File: src/rtl/spi_slave_sync.sv
// SPI slave oversampled into the clk domain: configurable word width and CPOL/CPHA,
// valid/ready RX word output, one-deep TX holding register, overrun/underrun pulses.
module spi_slave_sync #(
    parameter int                DATA_W      = 8,
    parameter bit                CPOL        = 1'b0,
    parameter bit                CPHA        = 1'b0,
    parameter int                SYNC_STAGES = 2,
    parameter logic [DATA_W-1:0] TX_IDLE     = {DATA_W{1'b1}}
) (
    input  logic              clk,
    input  logic              rst_n,
    input  logic              spi_sclk,
    input  logic              spi_cs_n,
    input  logic              spi_mosi,
    output logic              spi_miso,
    output logic              spi_miso_oe,
    output logic [DATA_W-1:0] rx_data,
    output logic              rx_valid,
    input  logic              rx_ready,
    output logic              rx_overrun,
    input  logic [DATA_W-1:0] tx_data,
    input  logic              tx_valid,
    output logic              tx_ready,
    output logic              tx_underrun,
    output logic              busy
);

    localparam int              CNT_W = $clog2(DATA_W);
    localparam logic [CNT_W-1:0] LAST = CNT_W'(DATA_W - 1);

    logic [SYNC_STAGES-1:0] sclk_sr, cs_sr, mosi_sr;
    logic                   sclk_q, cs_q;
    logic                   sclk_sync, cs_sync, mosi_sync;

    logic [CNT_W-1:0]       bit_cnt;
    logic [DATA_W-1:0]      rx_shift, rx_next;
    logic [DATA_W-1:0]      tx_shift, tx_hold;
    logic                   tx_full;

    logic sclk_act, sclk_act_q;
    logic lead, trail, cs_fall, cs_rise;
    logic sample_edge, shift_edge, do_load, bypass, tx_wr;

    assign sclk_sync = sclk_sr[SYNC_STAGES-1];
    assign cs_sync   = cs_sr[SYNC_STAGES-1];
    assign mosi_sync = mosi_sr[SYNC_STAGES-1];

    // "Active" means sclk is away from its idle level, which makes the edge logic CPOL-agnostic.
    assign sclk_act   = sclk_sync ^ CPOL;
    assign sclk_act_q = sclk_q ^ CPOL;
    assign lead       = sclk_act & ~sclk_act_q & ~cs_sync;
    assign trail      = ~sclk_act & sclk_act_q & ~cs_sync;
    assign cs_fall    = cs_q & ~cs_sync;
    assign cs_rise    = ~cs_q & cs_sync;

    assign sample_edge = CPHA ? trail : lead;
    assign shift_edge  = CPHA ? lead : trail;
    assign do_load     = (cs_fall && !CPHA) || (shift_edge && (bit_cnt == '0));
    assign bypass      = do_load && !tx_full && tx_valid;
    assign tx_wr       = tx_valid && tx_ready && !bypass;
    assign rx_next     = {rx_shift[DATA_W-2:0], mosi_sync};

    assign tx_ready    = ~tx_full;
    assign busy        = ~cs_sync;
    assign spi_miso_oe = ~cs_sync;
    assign spi_miso    = tx_shift[DATA_W-1];

    always_ff @(posedge clk) begin
        if (!rst_n) begin
            sclk_sr <= {SYNC_STAGES{CPOL}};
            cs_sr   <= '1;
            mosi_sr <= '0;
            sclk_q  <= CPOL;
            cs_q    <= 1'b1;
        end else begin
            sclk_sr <= {sclk_sr[SYNC_STAGES-2:0], spi_sclk};
            cs_sr   <= {cs_sr[SYNC_STAGES-2:0], spi_cs_n};
            mosi_sr <= {mosi_sr[SYNC_STAGES-2:0], spi_mosi};
            sclk_q  <= sclk_sync;
            cs_q    <= cs_sync;
        end
    end

    always_ff @(posedge clk) begin
        if (!rst_n) begin
            bit_cnt     <= '0;
            rx_shift    <= '0;
            rx_data     <= '0;
            rx_valid    <= 1'b0;
            rx_overrun  <= 1'b0;
            tx_shift    <= TX_IDLE;
            tx_hold     <= '0;
            tx_full     <= 1'b0;
            tx_underrun <= 1'b0;
        end else begin
            rx_overrun  <= 1'b0;
            tx_underrun <= 1'b0;

            if (rx_valid && rx_ready)
                rx_valid <= 1'b0;

            // A CS edge in either direction restarts the word; partial RX bits are dropped.
            if (cs_fall || cs_rise) begin
                bit_cnt  <= '0;
                rx_shift <= '0;
            end

            if (sample_edge) begin
                rx_shift <= rx_next;
                if (bit_cnt == LAST) begin
                    bit_cnt    <= '0;
                    rx_data    <= rx_next;
                    rx_valid   <= 1'b1;
                    rx_overrun <= rx_valid && !rx_ready;
                end else begin
                    bit_cnt <= bit_cnt + 1'b1;
                end
            end

            if (do_load) begin
                if (tx_full) begin
                    tx_shift <= tx_hold;
                    tx_full  <= 1'b0;
                end else if (tx_valid) begin
                    tx_shift <= tx_data;
                end else begin
                    tx_shift    <= TX_IDLE;
                    tx_underrun <= 1'b1;
                end
            end else if (shift_edge) begin
                tx_shift <= {tx_shift[DATA_W-2:0], 1'b0};
            end

            if (tx_wr) begin
                tx_hold <= tx_data;
                tx_full <= 1'b1;
            end
        end
    end

endmodule

File: config.mk
export PLATFORM = sky130hd
export DESIGN_NAME = spi_slave_sync
export DESIGN_NICKNAME = d
export VERILOG_FILES = /design/src/rtl/spi_slave_sync.sv
export SDC_FILE = /design/constraint.sdc
export NUM_CORES = 1
export LEC_CHECK = 0
export CAP_MARGIN = 30
export CORE_ASPECT_RATIO = 0.7
export CORE_MARGIN = 3
export CORE_UTILIZATION = 40
export CTS_BUF_LIST = sky130_fd_sc_hd__clkbuf_4
export DETAILED_ROUTE_END_ITERATION = 7
export SLEW_MARGIN = 20
export SYNTH_ARGS = -nofsm -noshare
export SYNTH_HDL_FRONTEND = slang
export SYNTH_SLANG_ARGS = --single-unit
export TNS_END_PERCENT = 50
File: constraint.sdc
create_clock -name clk -period 2.6 [get_ports clk]
set_clock_uncertainty 0.15 [all_clocks]
set_input_delay 0.39 -clock clk [delete_from_list [all_inputs] [get_ports clk]]
set_output_delay 0.39 -clock clk [all_outputs]
set_load 0.005 [all_outputs]
==> impl_results.md, run 1 <==
* Number of distinct library cells after synthesis at 36
* Die Span X at 89.7 µm
* Rel. slew slack at 58.6%
* Post-CTS Hold Fix Bufs at 0
* Setup bufs post-CTS at 0
* RR Startpoint: bit_cnt[0]
* Initial Util at 43.3%
* DP HPWL at 2990 µm
* Antenna fix cells at 0
* Final Cycle Share at 86.3%
* Total CTS buffers at 5
* DRT Pass-1 Iters at 5
* Reg2Reg Setup Slack at 0.66 ns
* Vias in the first global route at ~1500
* Boundary Pins at 30
* Most frequent cell after synthesis: dfxtp_1
* CP Class: flop to output port
* Gr busiest metal: met2
* Skew-Pair Late Insertion Delay at 0.35 ns
* First-pass GRT wire length at 7070 µm
* Area after DPL at ~2300 µm²
* CP max FO at 18
* Max Fclk at around 0.45 GHz
* H-tree Lvls at 2
* Hold Fails Final Rpt at 0
* Post-CTS resize count at 0
* Total Routing Usage GR at 15.0%
* YS warnings at 0
* Reg2reg path depth at 5
* DR vias at 1501
* Dpl cells at ~290
* Logic pwr share at slightly above 10%
* Final instance area at 2340 µm²
* Clock Path Buffers at 2
* Cell taking the most area after synthesis: dfxtp_1
* Residual DRC at 0
* Tmin final at about 2.2 ns
* CP Cell Sequence: inv_1, clkdlybuf4s50_1
* WHS Path Cells at 1
* CTS tree: built
* Antenna violations before repair at 0
* IO buf count at 29
* Setup WS post-layout at 0.356 ns
* Setup TNS Final at 0 ns
* RePlAce Congestion at 0.783
* Initial drt markers at roughly 100
* DP Worst Slack at 0.562 ns
* Net Count, Synth at 221
* Clock root cell: clkbuf_4
* Power Density at 512 nW/µm²
* Register share of total power at between 60 and 70%
* Post-synth EDFFs at 0
* Synthesis-stage register bit count at 46
* Psw at around 290 µW
* Area Growth Syn to Fin at 19.1%
* Vias per cell at 5.12
* Netlist Area Pre-Place at approximately 2000 µm²
* Row cnt at 20
* Final std cells w/o fill at 293
* GR Util met3 at 3.71%
* Least-Margin Pin Slew at 0.620 ns
* Core area at 4530 µm²
* Met2 Use GR at 25.2%
* Asr flop ratio synth at 0%
* Crit-path slowest cell: dfxtp_1
* MaxCap Viol Count at 0
* R2R Path End: tx_hold[6]
* Critical path required time at 2.06 ns
* Hold path start: cs_sr[0]
* Largest net degree at the start of global routing at 29
* RSZ-0062 raised after global routing: no
* Sw Ratio at 24.4%
* Synth Flop Type: dfxtp_1
* Grt total ovfl at 0
* CTS clock-pin slew for the worst setup and hold paths at 0.13 ns
* CTS sink count at 46
* Post-Synthesis Cells at 202
* Mean post-synth cell area at 9.72 µm²
* Fin. max-slew vios at 0
* Clock share of power at 27.8%
* Internal power at 905 µW
* Routed WL at 4080 µm
* Synth top area share at 46.9%
* Crit start category: flop
* Worst vdd ir at 302 µV
* Pleak at between 0.0008 and 0.0009 µW
* Fin nets at 245
* Post-synthesis sequential area ratio at 46.9%
* GR Layer Usage met1 at 19.3%
* Worst hold slack at 0.289 ns
* Hold Path Class: flop to flop
* Layout cells sized above 1 at 7.49%
* Max stage delay on crit path at 0.74 ns
* CP endpoint kind: output port
* Die H at 64.6 µm
* Setup Viol. Count Final at 0
* Top cells by area, synth: dfxtp_1, mux2i_1, nand2_1
* Status: complete, no violations
* DR WL/cell at 13.9 µm
* Die area at 5800 µm²
* Worst Hold Endpoint: cs_sr[1]
* ANT nets after route at 0
* Synth cell count leaders: dfxtp_1, nand2_1, mux2i_1, inv_1
* Arrival time worst endpoint at 1.70 ns
## cell families after synthesis
family / count (synthesis) / synth area share, %
simple gates: 78 / 21.9
flops: 46 / 46.9
compound gates: 31 / 14.3
buf+inv: 27 / 6.12
mux: 16 / 8.16
fa+ha+maj: 4 / 2.55
## per-layer routing
layer  up-vias  share of wire [%]
met3         4                3.9
met5         -                  0
li1        755                  -
met1       708                 49
met2        34                 46
met4         0               0.66
## power by group through the flow
stage | Sequential, µW | Combinational, µW | Clock, µW
floorplan | 749 | 85.5 | 0
global placement | 755 | 119 | 0
detailed placement | 757 | 123 | 0
CTS | 741 | 124 | 340
global route | 744 | 136 | 367
finish | 741 | 123 | 333
## area by class of cell
cell class              instances  area, µm²
clock buffers                   6       45.0
clock inverters                 2       8.76
repair buffers                 32        313
fillers                       427       2190
inverters                      12       45.0
multi-input cells             129        922
flip-flops and latches         46        921
well taps                      66       82.6
## sequential cells by signal, summed over array words and instances, names as in the netlist, 2 cells and up
| signal | flops |
|---|---|
| tx_hold | 8 |
| bit_cnt | 3 |
| rx_shift | 7 |
| rx_data | 8 |
| tx_shift | 8 |
| cs_sr | 2 |
| sclk_sr | 2 |
| mosi_sr | 2 |
## placed cells by master, fill, tap and decap left out, types with 8 or more instances in the layout
master           netlist  layout
a21boi_0               9       9
clkdlybuf4s50_1        0      29
dfxtp_1               46      46
inv_1                 11      11
mux2i_1               16      16
nand2_1               26      26
nand3_1               10      10
nor2_1                 8       8
nor2b_1               10      10
## worst max-delay path, delay by kind of cell (launching register included)
kind,cells,cell delay (ns)
flops,1,0.74
buf+inv,2,0.62
## through the flow
stage | utilization (%) | power [µW]
5_1_grt | 51.6 | 1250
3_3_place_gp | 50.4 | 874
4_1_cts | 51.6 | 1210
3_5_place_dp | 50.4 | 881
2_1_floorplan | - | 834
6_report | 51.6 | 1200
## how the worst max path moves through the flow
stage | from | to | slack, ns | cells past startpoint
floorplan | cs_sr[1] | tx_shift[3] | 0.77 | 6
CTS | tx_full | tx_ready | 0.36 | 2
detailed placement | tx_valid | tx_hold[6] | 0.56 | 4
global route | tx_full | tx_ready | 0.24 | 2
global placement | tx_valid | tx_hold[6] | 0.65 | 4
finish | tx_full | tx_ready | 0.36 | 2
(Power assumes the default switching activity.)
==> run 2: changes to the inputs <==
--- a/config.mk
+++ b/config.mk
@@ -8,9 +8,10 @@
 export CAP_MARGIN = 30
 export CORE_ASPECT_RATIO = 0.7
 export CORE_MARGIN = 3
-export CORE_UTILIZATION = 40
+export CORE_UTILIZATION = 55
 export CTS_BUF_LIST = sky130_fd_sc_hd__clkbuf_4
 export DETAILED_ROUTE_END_ITERATION = 7
+export PLACE_DENSITY = 0.81
 export SLEW_MARGIN = 20
 export SYNTH_ARGS = -nofsm -noshare
 export SYNTH_HDL_FRONTEND = slang
==> impl_results.md, run 2 (synthesis results as in run 1) <==
* Setup TNS Final at 0 ns (unchanged)
* Die Span X at 77.4 µm (was 89.7 µm)
* Crit start category: flop (unchanged)
* H-tree Lvls at 2 (unchanged)
* Pleak at 0.000850 µW (was 0.000855 µW)
* Antenna violations before repair at 0 (unchanged)
* RePlAce Congestion at 0.783 (about the same)
* Boundary Pins at 30 (unchanged)
* Routed WL at 3800 µm (was 4080 µm)
* Clock Path Buffers at 2 (unchanged)
* DRT Pass-1 Iters at 4 (was 5)
* Tmin final at 2.22 ns (was 2.24 ns)
* Setup bufs post-CTS at 0 (unchanged)
* Arrival time worst endpoint at 1.68 ns (was 1.70 ns)
* Row cnt at 17 (was 20)
* Worst vdd ir at 338 µV (was 302 µV)
* IO buf count at 29 (unchanged)
* RSZ-0062 raised after global routing: no (unchanged)
* Commonest non-fill, non-tap cell in the layout: dfxtp_1 (unchanged)
* DP HPWL at 2790 µm (was 2990 µm)
* Setup WS post-layout at 0.379 ns (was 0.356 ns)
* Initial drt markers at 102 (was 104)
* Grt total ovfl at 0 (unchanged)
* Most frequent cells in the layout: dfxtp_1, clkdlybuf4s50_1, nand2_1 (unchanged)
* Layout cells sized above 1 at 6.61% (was 7.49%)
* Residual DRC at 0 (unchanged)
* Final Cycle Share at 85.4% (was 86.3%)
* Rel. slew slack at 59.9% (was 58.6%)
* CTS tree: built (unchanged)
* Fin nets at 245 (unchanged)
* CTS sink count at 46 (unchanged)
* Crit-path slowest cell: dfxtp_1 (unchanged)
* CP Cell Sequence: inv_1, clkdlybuf4s50_1 (unchanged)
* MaxCap Viol Count at 0 (unchanged)
* Largest net degree at the start of global routing at 26 (was 29)
* Initial Util at 59.9% (was 43.3%)
* Core area at 3280 µm² (was 4530 µm²)
* Dpl cells at 266 (was 285)
* DR WL/cell at 13.9 µm (about the same)
* Skew-Pair Late Insertion Delay at 0.35 ns (about the same)
* Max stage delay on crit path at 0.72 ns (was 0.74 ns)
* Biggest regs: rx_data x8, tx_hold x8, tx_shift x8 (unchanged)
* Vias per cell at 5.50 (was 5.12)
* Area Growth Syn to Fin at 17.6% (was 19.1%)
* CTS clock-pin slew for the worst setup and hold paths at 0.12 ns (was 0.13 ns)
* Post-CTS resize count at 0 (unchanged)
* Power Density at 507 nW/µm² (was 512 nW/µm²)
* CP endpoint kind: output port (unchanged)
* Status: complete, no violations (unchanged)
* ANT nets after route at 0 (unchanged)
* Fin. max-slew vios at 0 (unchanged)
* CP Class: flop to output port (unchanged)
* Die H at 56.0 µm (was 64.6 µm)
* Die area at 4330 µm² (was 5800 µm²)
* Hold Fails Final Rpt at 0 (unchanged)
* Least-Margin Pin Slew at 0.601 ns (was 0.620 ns)
* Critical path required time at 2.06 ns (about the same)
* Hold Path Class: flop to flop (unchanged)
* Antenna fix cells at 0 (unchanged)
* Max Fclk at 0.450 GHz (was 0.446 GHz)
* Setup Viol. Count Final at 0 (unchanged)
* DR vias at 1508 (was 1501)
* Total Routing Usage GR at 19.2% (was 15.0%)
* First-pass GRT wire length at 6670 µm (was 7070 µm)
* DP Worst Slack at 0.560 ns (was 0.562 ns)
* Post-CTS Hold Fix Bufs at 0 (unchanged)
* CP max FO at 18 (unchanged)
* Total CTS buffers at 5 (unchanged)
* Final std cells w/o fill at 274 (was 293)
* Clock root cell: clkbuf_4 (unchanged)
* Vias in the first global route at 1443 (was 1497)
## run 2: changes by cell type in the layout (fill, tap and decap cells not counted), sizes merged
| cell | before | now |
|---|---|---|
| clkbuf | 6 | 5 |
| clkinv | 2 | 3 |
## run 2: layout make-up
class	instances	area, µm²
flip-flops and latches	46	921
clock inverters	3	11.3
inverters	12	45.0
clock buffers	5	37.5
fillers	264	967
multi-input cells	129	922
well taps	47	58.8
repair buffers	32	313
## run 2: worst paths after layout
| path | end | cells past startpoint | start | slack (ns) |
|---|---|---|---|---|
| worst max-delay path | tx_ready | 2 | tx_full | 0.38 |
| worst min-delay path | cs_sr[1] | 1 | cs_sr[0] | 0.29 |
| worst max register to register | tx_hold[3] | 4 | cs_sr[1] | 0.68 |
| worst min register to register | cs_sr[1] | 1 | cs_sr[0] | 0.29 |
## run 2: through the flow
| stage | hold WS [ns] | util [%] | cell area [µm²] | power [µW] |
|---|---|---|---|---|
| after detailed placement | 0.263 | 69.0 | 2260 | 877 |
| final | 0.287 | 70.5 | 2310 | 1170 |
| after global routing | 0.319 | 70.5 | 2310 | 1220 |
| after CTS | 0.295 | 70.5 | 2310 | 1180 |
| after global placement | 0.245 | 69.0 | 2260 | 873 |
| after floorplan | 0.236 | - | 1960 | 834 |
## run 2: worst max-delay path, delay by kind of cell, from the launching register on
family,cells,cell delay (ns)
DFF,1,0.72
buffers and inverters,2,0.61
## run 2: per-layer routing
metal / GRT usage (%) / routed length (µm) / vias to the layer above
met2: 29.6 / 1750 / 36
met1: 25.7 / 1830 / 713
met5: 0 / 0 / -
met4: 7.11 / 59 / 0
met3: 5.34 / 164 / 7
li1: - / - / 752
## run 2: power by group
part | internal, µW | switching (µW)
logic | 66.9 | 54.4
registers | 725 | 15.8
clock network | 96.8 | 211
